File: src/rtl/stage_3.sv
// Pairs consecutive CORDIC result beats into a widened signed sum with both squared side values.
// Registered outputs one cycle after the second beat; no backpressure, so any unpaired first beat is dropped on drain.
module stage_3 #(
    parameter int CORDIC_DATA_WIDTH = 22,
    parameter int FLOAT_DATA_WIDTH  = 32,
    parameter int COUNT_WIDTH       = 16
) (
    input  logic                         clk,
    input  logic                         rst,
    input  logic                         clk_en,
    input  logic [CORDIC_DATA_WIDTH-1:0] result,
    input  logic [FLOAT_DATA_WIDTH-1:0]  squared_pipeline,
    input  logic                         valid,
    input  logic                         pipeline_cleared,
    output logic [CORDIC_DATA_WIDTH:0]   sum,
    output logic [FLOAT_DATA_WIDTH-1:0]  one_sq,
    output logic [FLOAT_DATA_WIDTH-1:0]  two_sq,
    output logic                         sum_valid,
    output logic                         orphan,
    output logic                         done,
    output logic [COUNT_WIDTH-1:0]       pair_count
);

    localparam logic [0:0] WAIT_FIRST  = 1'b0;
    localparam logic [0:0] WAIT_SECOND = 1'b1;

    logic [0:0]                   r_state;
    logic [CORDIC_DATA_WIDTH-1:0] r_held_res;
    logic [FLOAT_DATA_WIDTH-1:0]  r_held_sq;
    logic [CORDIC_DATA_WIDTH:0]   r_sum;
    logic [FLOAT_DATA_WIDTH-1:0]  r_one_sq;
    logic [FLOAT_DATA_WIDTH-1:0]  r_two_sq;
    logic                         r_sum_valid;
    logic                         r_orphan;
    logic                         r_done;
    logic [COUNT_WIDTH-1:0]       r_pair_count;

    logic                         w_take_first;
    logic                         w_pair;
    logic                         w_drop;
    logic                         w_idle_done;
    logic [CORDIC_DATA_WIDTH:0]   w_sum;

    assign w_take_first = clk_en && (r_state == WAIT_FIRST) && valid;
    assign w_idle_done  = clk_en && (r_state == WAIT_FIRST) && !valid && pipeline_cleared;
    assign w_pair       = clk_en && (r_state == WAIT_SECOND) && valid;
    assign w_drop       = clk_en && (r_state == WAIT_SECOND) && !valid && pipeline_cleared;

    // One extra bit after sign extension makes the sum overflow-free.
    assign w_sum = {r_held_res[CORDIC_DATA_WIDTH-1], r_held_res}
                 + {result[CORDIC_DATA_WIDTH-1], result};

    always_ff @(posedge clk or negedge rst) begin
        if (!rst) begin
            r_state <= WAIT_FIRST;
        end else if (w_take_first) begin
            r_state <= WAIT_SECOND;
        end else if (w_pair || w_drop) begin
            r_state <= WAIT_FIRST;
        end
    end

    always_ff @(posedge clk or negedge rst) begin
        if (!rst) begin
            r_held_res <= '0;
            r_held_sq  <= '0;
        end else if (w_take_first) begin
            r_held_res <= result;
            r_held_sq  <= squared_pipeline;
        end else if (w_drop) begin
            r_held_res <= '0;
            r_held_sq  <= '0;
        end
    end

    always_ff @(posedge clk or negedge rst) begin
        if (!rst) begin
            r_sum        <= '0;
            r_one_sq     <= '0;
            r_two_sq     <= '0;
            r_pair_count <= '0;
        end else if (w_pair) begin
            r_sum        <= w_sum;
            r_one_sq     <= r_held_sq;
            r_two_sq     <= squared_pipeline;
            r_pair_count <= r_pair_count + COUNT_WIDTH'(1);
        end
    end

    // Status pulses clear on every edge, independent of clk_en.
    always_ff @(posedge clk or negedge rst) begin
        if (!rst) begin
            r_sum_valid <= 1'b0;
            r_orphan    <= 1'b0;
            r_done      <= 1'b0;
        end else begin
            r_sum_valid <= w_pair;
            r_orphan    <= w_drop;
            r_done      <= w_idle_done || (w_pair && pipeline_cleared);
        end
    end

    assign sum        = r_sum;
    assign one_sq     = r_one_sq;
    assign two_sq     = r_two_sq;
    assign sum_valid  = r_sum_valid;
    assign orphan     = r_orphan;
    assign done       = r_done;
    assign pair_count = r_pair_count;

endmodule
File: config.mk
export PLATFORM = sky130hd
export DESIGN_NAME = stage_3
export DESIGN_NICKNAME = d
export VERILOG_FILES = /design/src/rtl/stage_3.sv
export SDC_FILE = /design/constraint.sdc
export NUM_CORES = 1
export LEC_CHECK = 0
export ABC_AREA = 1
export BUFFER_PORTS_ARGS = -buffer_cell sky130_fd_sc_hd__buf_2
export CORE_AREA = 2 2 188 171
export DETAILED_ROUTE_END_ITERATION = 8
export DIE_AREA = 0 0 190 173
export GPL_ROUTABILITY_DRIVEN = 0
export PLACE_DENSITY_LB_ADDON = 0.3
export SLEW_MARGIN = 20
export SYNTH_ARGS = -nofsm -noshare
export SYNTH_HDL_FRONTEND = slang
export SYNTH_SLANG_ARGS = --single-unit
File: constraint.sdc
create_clock -name clk -period 2.25 [get_ports clk]
set_input_delay 0.225 -clock clk [delete_from_list [all_inputs] [get_ports clk]]
set_output_delay 0.225 -clock clk [all_outputs]
set_load 0.01 [all_outputs]
==> impl_metrics.csv <==
group,metric,value,unit
min_path,min_to,"done",
yosys,yosysTopAreaCellShare,52.8,%
global_routing,grt_max_degree,158,
yosys,yosysMostFrequentCell,"nand2_1",
final_layout,fillers,3343,
timing,setup_viol,0,
floorplanning,core,30800,sq um
power_and_ir_drop,vdd_drop_max,556,uV
cts,clock_sinks,161,
floorplanning,io_pins,165,
yosys,synth_edf_count,0,
timing,fin_setup_tns,0,ns
global_routing,grt_overflow,0,
timing,whs,0.0373,ns
final_layout,diodes,0,
min_path,hold_class,"input port to register",
status,status,"complete, no violations",
timing,rsz0062_at_grt,"no",
yosys,synth-warning-count,0,
drt,ant_nets,0,
drt,dr.pass1.iters,5,
cts,clk_latency,0.45,ns
floorplanning,fp.dieH,173,um
floorplanning,die_area,32900,sq um
yosys,async_flop_share,100,%
drt,wl_per_cell,14.5,um
drt,drcViolationCount,0,
final_layout,syn2layout_area_growth,24.6,%
setup_path,r2r_slack,0.21,ns
setup_path,worstSetupPathType,"register to register",
yosys,syn_inst,914,
yosys,synth_fp_nets,997,
flow_run,cap_violations,0,
floorplanning,rows,61,
setup_path,worstPathArrival,2.38,ns
min_path,worstHoldStart,"pipeline_cleared",
setup_path,ff2ff_path_depth,13,
drt,drt_wl_total,21600,um
power_and_ir_drop,total_power,12.4,mW
min_path,hold_depth,3,
cts,cts_made_buffers,17,
yosys,yosysTopAreaCell,"dfrtp_1",
drt,vias,6220,
setup_path,crit_required,2.59,ns
yosys,yosysSeqAreaShare,52.8,%
cts,cts.htree.levels,4,
timing,maxSlewHeadroom,41.9,%
timing,fin_crit,2.04,ns
power_and_ir_drop,power_density,1300,nW/um^2
yosys,synth_commonest_cells,"257 x nand2_1, 161 x dfrtp_1, 159 x inv_1",
setup_path,crit_fanout,3,
final_layout,drive_gt1_share,20.1,%
yosys,avgSynthCellArea,8.34,sq um
floorplanning,initial_core_util,24.8,%
drt,vias_per_cell,4.16,
timing,max_freq,0.490,GHz
timing,fin_skew,0.0149,ns
yosys,ys_types,29,
setup_path,endpoint_kind,"register",
place,io_buffers,164,
setup_path,r2r-end,"sum[16]",
cts,cts-resized-gates,0,
global_routing,grt.total_usage,13.7,%
power_and_ir_drop,p_leak,5.22,nW
setup_path,rr_startpoint,"r_held_res[0]",
yosys,synth_area,7620,sq um
floorplanning,dieWidth,190,um
timing,slew_viol_final,0,
drt,drt_iter0_markers,374,
global_routing,grt_pass1_wl,35000,um
timing,hold_viol_final,0,
final_layout,nets,1157,
setup_path,startpoint_type,"register",
timing,tightest_slew,0.872,ns
timing,timing.final.crit_share,90.7,%
cts,cts_tree,"yes",
cts,root_buffer,"clkbuf_16",
global_routing,antenna_found_initial,0,
global_routing,grt_pass1_vias,6209,
yosys,yosys_register_bits,161,
yosys,synth_top_cells_by_area,"dfrtp_1 53%, nand2_1 13%, inv_1 7.8%",
cts,clk_pin_slew,0.07,ns
yosys,synth_ff_type,"dfrtp_1",
cts,cts_buffer_depth,2,
place,dp_hpwl,15200,um
[critical path, cell delays in order (launching register included)]
cell	delay [ns]
dfrtp_1	0.35
ha_1	0.16
inv_1	0.05
fa_1	0.40
inv_1	0.12
nand3_1	0.09
nand3_1	0.18
nand2_1	0.07
nand2_1	0.14
nand3b_1	0.12
nand2_1	0.08
nand2_1	0.05
nand3_1	0.07
nand2_1	0.05
[worst max-delay path by stage]
| stage | end | start | depth (start not counted) |
|---|---|---|---|
| floorplan | sum[16] | r_held_res[0] | 13 |
| global placement | sum[16] | result[0] | 14 |
| detailed placement | sum[16] | result[0] | 14 |
| CTS | sum[16] | r_held_res[0] | 13 |
| global route | sum[16] | r_held_res[0] | 13 |
| finish | sum[16] | r_held_res[0] | 13 |
[registers in the layout, indices dropped and copies added, names as in the netlist]
signal	count
one_sq	32
sum_valid	1
done	1
two_sq	32
r_held_sq	32
orphan	1
pair_count	16
r_held_res	22
sum	23
r_state	1
[routing by layer]
layer	share of wire [%]	track usage [%]	vias up
met3	4.3	3.23	13
met5	0	0	-
met2	43	20.0	116
li1	-	-	3180
met4	1.3	4.59	0
met1	51	19.8	2911
[layout make-up]
cell class	instances	area (sq um)	area share [%]
timing repair buffer	173	947	9.97
inverter	160	602	6.34
clock inverter	10	63.8	0.672
multi-input combinational	561	2880	30.3
tap	409	512	5.39
sequential	161	4030	42.4
clock buffer	20	467	4.91
[kinds of logic (layout without fill, tap and decap cells)]
group | count (synthesis) | in the layout | share of synthesized area, %
compound gates | 143 | 143 | 10.0
xor+xnor | 24 | 24 | 2.76
fa+ha+maj | 24 | 24 | 4.04
buf+inv | 192 | 363 | 9.57
flops | 161 | 161 | 52.8
simple gates | 370 | 370 | 20.8
[report_power, final]
group | internal (mW) | switching (mW)
logic | 1.87 | 3.08
clock network | 1.48 | 1.23
registers | 4.10 | 0.600
total | 7.44 | 4.91
[stage by stage]
stage | instances | setup WS (ns) | utilization (%) | cell area (sq um)
2_1_floorplan | 914 | 0.516 | - | 7620
3_3_place_gp | 1463 | 0.329 | 29.1 | 8960
3_5_place_dp | 1463 | 0.208 | 29.1 | 8960
4_1_cts | 1494 | 0.199 | 30.9 | 9500
5_1_grt | 1494 | 0.0362 | 30.9 | 9500
6_report | 1494 | 0.210 | 30.9 | 9500
[cell usage in the layout (no fill, tap or decap), types with 2 or more instances in the layout]
| master | instances |
|---|---|
| a21oi_1 | 12 |
| nand2_2 | 3 |
| nand3_1 | 55 |
| nor2_2 | 2 |
| o21bai_1 | 2 |
| inv_1 | 159 |
| clkbuf_8 | 3 |
| clkbuf_16 | 17 |
| nand2_1 | 257 |
| nor2_1 | 28 |
| nand3b_1 | 8 |
| ha_1 | 23 |
| xor2_1 | 7 |
| buf_4 | 4 |
| buf_12 | 4 |
| nand4_1 | 5 |
| nand3_4 | 2 |
| dfrtp_1 | 161 |
| clkinv_2 | 6 |
| clkinvlp_4 | 4 |
| nor2_4 | 4 |
| o22ai_1 | 33 |
| buf_2 | 163 |
| xnor2_1 | 17 |
| o21ai_0 | 95 |
[repair_timing]
action / CTS / global route
buffers inserted: 0 / 0
endpoints found under the hold margin: 26 / 0
setup endpoints to repair: 0 / 0
hold buffers: 1 / 0
Power figures use the tool's default switching activity.
